==> config.mk <==
export PLATFORM = sky130hd
export DESIGN_NAME = uart_rx_cfg
export DESIGN_NICKNAME = d
export VERILOG_FILES = /design/src/rtl/uart_pkg.sv /design/src/rtl/uart_rx_sync.sv /design/src/rtl/uart_rx_cfg.sv
export SDC_FILE = /design/constraint.sdc
export NUM_CORES = 1
export LEC_CHECK = 0
export CAP_MARGIN = 20
export CORE_MARGIN = 8
export CORE_UTILIZATION = 50
export CTS_CLUSTER_DIAMETER = 100
export DETAILED_ROUTE_END_ITERATION = 10
export PLACE_DENSITY_LB_ADDON = 0.2
export REMOVE_ABC_BUFFERS = 1
export SYNTH_ARGS = -nofsm -noshare
export SYNTH_HDL_FRONTEND = slang
export SYNTH_SLANG_ARGS = --single-unit
==> constraint.sdc <==
create_clock -name sys_clk -period 3.2 [get_ports sys_clk]
set_clock_uncertainty 0.05 [all_clocks]
set_input_delay 0.64 -clock sys_clk [delete_from_list [all_inputs] [get_ports sys_clk]]
set_output_delay 0.64 -clock sys_clk [all_outputs]
set_load 0.01 [all_outputs]
==> src/rtl/uart_pkg.sv <==
// Shared constants and FSM state encoding for the configurable UART receiver.
package uart_pkg;

  localparam int PAR_NONE = 0;
  localparam int PAR_EVEN = 1;
  localparam int PAR_ODD  = 2;

  typedef enum logic [2:0] {
    IDLE,
    START,
    DATA,
    PAR,
    STOP,
    BRK_WAIT
  } rx_state_t;

  function automatic logic majority3(input logic a, input logic b, input logic c);
    return (a & b) | (a & c) | (b & c);
  endfunction

endpackage

==> src/rtl/uart_rx_sync.sv <==
// Serial line synchronizer, start-edge detector and 3-sample majority filter.
// maj is meaningful in the cycle where cnt == HALF+1 (third sample taken live).
module uart_rx_sync
  import uart_pkg::*;
#(
  parameter logic [15:0] HALF = 16'd217
) (
  input  logic        clk,
  input  logic        rst_n,
  input  logic        rxd,
  input  logic [15:0] cnt,
  output logic        line,
  output logic        fall,
  output logic        maj
);

  logic meta;
  logic line_d;
  logic s0;
  logic s1;

  always_ff @(posedge clk or negedge rst_n) begin
    if (!rst_n) begin
      meta   <= 1'b1;
      line   <= 1'b1;
      line_d <= 1'b1;
      s0     <= 1'b1;
      s1     <= 1'b1;
    end else begin
      meta   <= rxd;
      line   <= meta;
      line_d <= line;
      if (cnt == HALF - 16'd1) s0 <= line;
      if (cnt == HALF) s1 <= line;
    end
  end

  assign fall = line_d & ~line;
  assign maj  = majority3(s0, s1, line);

endmodule

==> src/rtl/uart_rx_cfg.sv <==
// Configurable UART receiver: 5..9 data bits, optional even/odd parity,
// 1 or 2 stop bits, with frame-error and line-break reporting.
module uart_rx_cfg
  import uart_pkg::*;
#(
  parameter int CLK_FREQ  = 50_000_000,
  parameter int BPS       = 115200,
  parameter int DATA_BITS = 8,
  parameter int PARITY    = 0,
  parameter int STOP_BITS = 1
) (
  input  logic                 sys_clk,
  input  logic                 sys_rst_n,
  input  logic                 uart_rxd_i,
  output logic                 uart_rx_valid_o,
  output logic [DATA_BITS-1:0] uart_rxdata_o,
  output logic                 uart_parity_err_o,
  output logic                 uart_frame_err_o,
  output logic                 uart_break_o,
  output logic                 uart_busy_o
);

  localparam logic [15:0] CNT_MAX    = 16'(CLK_FREQ / BPS);
  localparam logic [15:0] CNT_HALF   = 16'(CLK_FREQ / BPS / 2);
  localparam logic [15:0] CNT_DECIDE = CNT_HALF + 16'd1;
  localparam logic [3:0]  LAST_BIT   = 4'(DATA_BITS - 1);
  localparam logic        LAST_STOP  = 1'(STOP_BITS - 1);

  rx_state_t            state;
  logic [15:0]          cnt;
  logic [3:0]           bit_idx;
  logic                 stop_idx;
  logic [DATA_BITS-1:0] shift;
  logic                 par_bit;
  logic                 stop_zero;
  logic                 frame_acc;

  logic line;
  logic fall;
  logic maj;
  logic par_calc;
  logic perr_next;
  logic brk_next;

  uart_rx_sync #(
    .HALF(CNT_HALF)
  ) u_sync (
    .clk  (sys_clk),
    .rst_n(sys_rst_n),
    .rxd  (uart_rxd_i),
    .cnt  (cnt),
    .line (line),
    .fall (fall),
    .maj  (maj)
  );

  // Frame status as it stands at the centre of the final stop bit.
  always_comb begin
    par_calc  = (^shift) ^ par_bit;
    perr_next = 1'b0;
    if (PARITY == PAR_EVEN) perr_next = par_calc;
    else if (PARITY == PAR_ODD) perr_next = ~par_calc;
    brk_next = (shift == '0) && ((PARITY == PAR_NONE) || !par_bit) && stop_zero && !maj;
  end

  assign uart_busy_o = (state != IDLE);

  always_ff @(posedge sys_clk or negedge sys_rst_n) begin
    if (!sys_rst_n) begin
      state             <= IDLE;
      cnt               <= '0;
      bit_idx           <= '0;
      stop_idx          <= 1'b0;
      shift             <= '0;
      par_bit           <= 1'b0;
      stop_zero         <= 1'b0;
      frame_acc         <= 1'b0;
      uart_rx_valid_o   <= 1'b0;
      uart_rxdata_o     <= '0;
      uart_parity_err_o <= 1'b0;
      uart_frame_err_o  <= 1'b0;
      uart_break_o      <= 1'b0;
    end else begin
      uart_rx_valid_o <= 1'b0;
      case (state)
        IDLE: begin
          cnt <= '0;
          if (fall) begin
            state <= START;
            cnt   <= 16'd1;
          end
        end

        START: begin
          if (cnt == CNT_DECIDE && maj) begin
            state <= IDLE;
            cnt   <= '0;
          end else if (cnt == CNT_MAX) begin
            state   <= DATA;
            cnt     <= 16'd1;
            bit_idx <= '0;
          end else begin
            cnt <= cnt + 16'd1;
          end
        end

        DATA: begin
          if (cnt == CNT_DECIDE) shift <= {maj, shift[DATA_BITS-1:1]};
          if (cnt == CNT_MAX) begin
            cnt <= 16'd1;
            if (bit_idx == LAST_BIT) begin
              state     <= (PARITY != PAR_NONE) ? PAR : STOP;
              stop_idx  <= 1'b0;
              stop_zero <= 1'b1;
              frame_acc <= 1'b0;
            end else begin
              bit_idx <= bit_idx + 4'd1;
            end
          end else begin
            cnt <= cnt + 16'd1;
          end
        end

        PAR: begin
          if (cnt == CNT_DECIDE) par_bit <= maj;
          if (cnt == CNT_MAX) begin
            state <= STOP;
            cnt   <= 16'd1;
          end else begin
            cnt <= cnt + 16'd1;
          end
        end

        // The last stop bit finishes at its centre so a fast sender's next
        // start edge is never missed.
        STOP: begin
          if (cnt == CNT_DECIDE) begin
            if (stop_idx == LAST_STOP) begin
              uart_rx_valid_o   <= 1'b1;
              uart_rxdata_o     <= shift;
              uart_parity_err_o <= perr_next;
              uart_frame_err_o  <= frame_acc | ~maj;
              uart_break_o      <= brk_next;
              cnt               <= '0;
              state             <= brk_next ? BRK_WAIT : IDLE;
            end else begin
              frame_acc <= frame_acc | ~maj;
              stop_zero <= stop_zero & ~maj;
              cnt       <= cnt + 16'd1;
            end
          end else if (cnt == CNT_MAX) begin
            cnt      <= 16'd1;
            stop_idx <= stop_idx + 1'b1;
          end else begin
            cnt <= cnt + 16'd1;
          end
        end

        BRK_WAIT: begin
          if (!line) begin
            cnt <= '0;
          end else if (cnt == CNT_MAX) begin
            state <= IDLE;
            cnt   <= '0;
          end else begin
            cnt <= cnt + 16'd1;
          end
        end

        default: begin
          state <= IDLE;
          cnt   <= '0;
        end
      endcase
    end
  end

endmodule

# ---- After elaboration in Yosys (flattened, before gate mapping)
# Index checks and enable logic that the tools add are counted.
dict set report totals {
  reg_bits 50
  in_bits 3
  out_inout_bits 13
}
dict set report classes {
  addsub 3
  n_eq_ne 25
  n_mux 41
  bitwise_logic 11
  n_reduce_logical 16
}
# operator n
set op_table {}
lappend op_table {{16-bit 2-to-1 mux} 6}
lappend op_table {{16-bit one-hot mux with 5 select lines} 1}
lappend op_table {{16-bit by 8-bit equality test with 1-bit output (second input constant)} 3}
lappend op_table {{3-bit 2-to-1 mux} 11}
lappend op_table {{2-bit inequality test (second input constant)} 13}
lappend op_table {{3-bit one-hot mux with 6 select lines} 1}
lappend op_table {{16-bit by 1-bit adder with 16-bit output (second input constant)} 1}
lappend op_table {{16-bit by 9-bit equality test with 1-bit output (second input constant)} 1}
lappend op_table {{4-bit 2-to-1 mux} 4}
lappend op_table {{5-bit AND reduction} 3}
lappend op_table {{1-bit 2-to-1 mux} 14}
lappend op_table {{9-bit AND reduction} 1}
lappend op_table {{8-bit zero test} 1}
lappend op_table {{4-bit one-hot mux with 2 select lines} 1}
lappend op_table {{3-bit by 2-bit equality test with 1-bit output (second input constant)} 2}
lappend op_table {{3-bit equality test (second input constant)} 2}
lappend op_table {{1-bit one-hot mux with 2 select lines} 3}
lappend op_table {{1-bit AND} 5}
lappend op_table {{4-bit by 1-bit adder with 4-bit output (second input constant)} 1}
lappend op_table {{4-bit by 3-bit equality test with 1-bit output (second input constant)} 1}
lappend op_table {{2-bit nonzero test} 2}
lappend op_table {{3-bit by 1-bit equality test with 1-bit output (second input constant)} 1}
lappend op_table {{1-bit logical AND} 3}
lappend op_table {{3-bit zero test} 1}
lappend op_table {{10 further kinds} 14}

# ---- Depth between registers and ports, before layout
dict set report depth {
  word_depth 9
  mapped_depth 9
  ltp_nobuf 7
}

# ---- By module
# A second synthesis with hierarchy kept.
dict set report hier_totals {
  cells_unflattened 227
  hier_area_um2 2477.4
}
# mod instances cells_each area_per_inst_um2
set modules_own_cells {}
lappend modules_own_cells {uart_rx_cfg 1 211 2234.6}
lappend modules_own_cells {uart_rx_sync 1 16 242.7}

# ---- Worst setup path before layout
# No wires, ideal clock.
dict set report synth_path {
  path_kind {reg-to-reg}
  start {reg cnt[0]}
  end {reg uart_rxdata_o[1]}
  arrival_ns 2.314
  setup_slack_ns 0.711
  stages_incl_launch_ff 9
  path_cell_list {dfrtp_1 inv_1 ha_1 or4bb_1 or4_4 buf_6 nor3_4 buf_6 mux2_2}
}
dict set report synth_between {
  elab_chain_len 2
}
# element line_no
set synth_lines {}
lappend synth_lines {{from (decl)} uart_rx_cfg.sv:30} ;# logic [15:0] cnt;
lappend synth_lines {{from (signal assigned)} uart_rx_cfg.sv:103} ;# cnt <= cnt + 16'd1;
lappend synth_lines {{from (signal assigned)} uart_rx_cfg.sv:120} ;# cnt <= cnt + 16'd1;
lappend synth_lines {{from (signal assigned)} uart_rx_cfg.sv:130} ;# cnt <= cnt + 16'd1;
lappend synth_lines {{16-bit by 8-bit equality test with 1-bit output} uart_rx_cfg.sv:137} ;# if (cnt == CNT_DECIDE) begin
lappend synth_lines {{3-bit AND reduction (no line)} --}
lappend synth_lines {{to (signal assigned)} uart_rx_cfg.sv:140} ;# uart_rxdata_o <= shift;
lappend synth_lines {{to (decl)} uart_rx_cfg.sv:16} ;# output logic [DATA_BITS-1:0] uart_rxdata_o,
# No other way between the ends.
# A chain may end at the register's enable or synchronous reset.

# ---- Final worst setup path
dict set report layout_path {
  start {reg cnt[0]}
  end {reg uart_rxdata_o[7]}
}
# The elaborated chain is that of the path after synthesis.

==> impl_metrics.env <==
export IMPL_start_kind="flop"
export IMPL_cap_violations=0
export IMPL_cts_setup_buffers=0
export IMPL_cts_resized=0
export IMPL_synthArstFlopShare=1.00
export IMPL_hpwlAfterDp_mm=3.13
export IMPL_drc=0
export IMPL_cp_arrival_ps=2870
export IMPL_final_hold_violation_count=0
export IMPL_setup_viol=0
export IMPL_ioPinCount=16
export IMPL_drtPass1Iterations=5
export IMPL_power_density_nw_per_um2=492
export IMPL_grt_pass1_vias=1688
export IMPL_gp_congestion=0.834
export IMPL_reg2reg_depth=6
export IMPL_synthesis_area_um2=2500
export IMPL_seq_area_frac_synth=0.502
export IMPL_yosysWarnings=0
export IMPL_initial_core_util=0.523
export IMPL_antenna_cells=0
export IMPL_gr_usage_all_layers=0.137
export IMPL_antenna_left=0
export IMPL_clockBufferDepth=2
export IMPL_tritoncts="yes"
export IMPL_worstMarginPinSlew_ps=562
export IMPL_synth_edf_count=0
export IMPL_p_leak_nw=1.23
export IMPL_relSlewSlack=0.624
export IMPL_worstReg2RegEnd="uart_rxdata_o[7]"
export IMPL_port_buffers=14
export IMPL_vias_per_cell=5.29
export IMPL_finalNetCount=255
export IMPL_synth_top_family_by_area="simple AND/OR/NAND/NOR gates"
export IMPL_final_area_um2=2810
export IMPL_rsz0062_at_grt="no"
export IMPL_routed_wl_mm=4.54
export IMPL_finalPower_mw=1.38
export IMPL_htreeDepth=2
export IMPL_drive_gt1_frac=0.190
export IMPL_final_common_cell="dfrtp_1"
export IMPL_detailed_place_area_um2=2690
export IMPL_synthMuxAreaShare=0.0889
export IMPL_vdd_drop_max_mv=0.380
export IMPL_hp_class="input pin to async pin"
export IMPL_grt_pass1_wl_mm=8.07
export IMPL_max_freq_mhz=365
export IMPL_drt_iter0_markers=102
export IMPL_cts_hold_buf=0
export IMPL_syn_avg_cell_area_um2=10.9
export IMPL_synth_seq_cells=50
export IMPL_r2r_start="cnt[0]"
export IMPL_dieArea_um2=7530
export IMPL_status="finished, final reports clean"
export IMPL_post_drt_wl_per_cell_um=14.4
export IMPL_slew_viol_final=0
export IMPL_synth_adder_area_share=0.0290
export IMPL_grt_max_degree=38
export IMPL_crit_type="flop to flop"
export IMPL_chipWidth_um=86.8
export IMPL_fp_dieH_um=86.8
export IMPL_r2r_slack_ps=460
export IMPL_grt_overflow=0
export IMPL_syn_inst=230
export IMPL_synth_xor_area_share=0.0490
export IMPL_clk_latency_ps=300
export IMPL_synthSimpleGateAreaFrac=0.206
export IMPL_synth_compound_area_frac=0.0879
export IMPL_ys_types=52
export IMPL_fin_tns_setup_ps=0
export IMPL_via_count=1667
export IMPL_rows=25
export IMPL_clkSlewWorstSetupHoldPaths_ps=90
export IMPL_numCtsBuffers=5
export IMPL_cts_sinks=50
export IMPL_final_cell_mix="dfrtp_1, nor2_1, nand2_1"
export IMPL_antenna_found_initial=0
export IMPL_area_delta_synth_final_pct=12.0
export IMPL_cp_max_fo=12
export IMPL_min_period_ps=2740
export IMPL_core_um2=4790
export IMPL_critical_path_required_ps=3340
export IMPL_root_buffer="clkbuf_8"
export IMPL_end_kind="flop"
export IMPL_synthFlopType="dfrtp_1"
export IMPL_final_period_utilization=0.856
-- cells in the mapped netlist, drive strengths merged, types with 4 or more instances --
library cell | n | area (um^2)
nor2 | 25 | 96.4
buf | 5 | 52.6
inv | 7 | 26.3
xor2 | 6 | 52.6
nor3 | 5 | 36.3
o21ai | 8 | 40.0
nand3 | 9 | 45.0
a21oi | 9 | 45.0
ha | 5 | 62.6
mux2 | 18 | 203
nand2 | 19 | 71.3
xnor2 | 8 | 70.1
nor2b | 4 | 25.0
dfrtp | 45 | 1130
dfstp | 5 | 131
or2 | 4 | 25.0
-- registers in the layout, indices dropped and copies added, names as in the netlist, 3 cells and up --
name	flops
shift	8
cnt	16
bit_idx	4
uart_rxdata_o	8
state	3
-- metrics by stage --
step / utilization / hold slack [ps] / setup slack [ps] / std cells
2_1_floorplan: - / 294 / 540 / 222
3_3_place_gp: 0.562 / 296 / 498 / 307
3_5_place_dp: 0.562 / 297 / 474 / 307
4_1_cts: 0.586 / 174 / 461 / 315
5_1_grt: 0.586 / 176 / 327 / 315
6_report: 0.586 / 173 / 462 / 315
-- how the worst max path moves through the flow --
stage                 start                to  slack, ps  depth (start not counted)
floorplan           cnt[13]        bit_idx[3]        540                          5
finish               cnt[0]  uart_rxdata_o[7]        460                          6
global placement     cnt[0]  uart_rxdata_o[4]        500                          6
global route         cnt[0]  uart_rxdata_o[7]        330                          6
detailed placement   cnt[0]  uart_rxdata_o[7]        470                          6
CTS                  cnt[0]  uart_rxdata_o[7]        460                          6
-- per-layer routing --
layer | GRT usage | part of all wire | vias to the layer above | wire (um)
met4 | 0.0610 | 0.021 | 0 | 97
li1 | - | - | 842 | -
met3 | 0.0397 | 0.037 | 8 | 169
met5 | 0 | 0 | - | 0
met2 | 0.187 | 0.42 | 26 | 1890
met1 | 0.192 | 0.53 | 791 | 2380
-- worst max-delay path, cell delays in order (launching register included) --
cell and delay, ps:
dfrtp_1 450, inv_1 110, ha_1 160, or4bb_1 470
or4_4 510, nor3_4 470, mux2_2 400
-- where the power goes --
part           total [mW]  internal, mW  switching [mW]  leakage (nW)
combinational       0.194        0.0951          0.0988         0.504
clock               0.453         0.255           0.198        0.0585
sequential          0.735         0.674          0.0605         0.667
total                1.38          1.02           0.357          1.23
-- kinds of logic (layout without fill, tap and decap cells) --
group	count (synthesis)	count (layout)
AOI/OAI and AO/OA	31	31
adders and majority gates	6	6
xor gates and xnor gates	14	14
muxes	20	20
and+or+nand+nor	93	93
other	1	1
DFF	50	50
buffers and inverters	15	33
-- layout make-up --
type                       count  area [um^2]
fill                         407         1980
tap                           67         83.8
timing repair buffer          18          165
clock inverter                 1         30.0
inverter                       7         26.3
sequential                    50         1260
multi-input combinational    165         1160
clock buffer                   7         86.3
No activity file was read; power rests on OpenSTA's default activity.
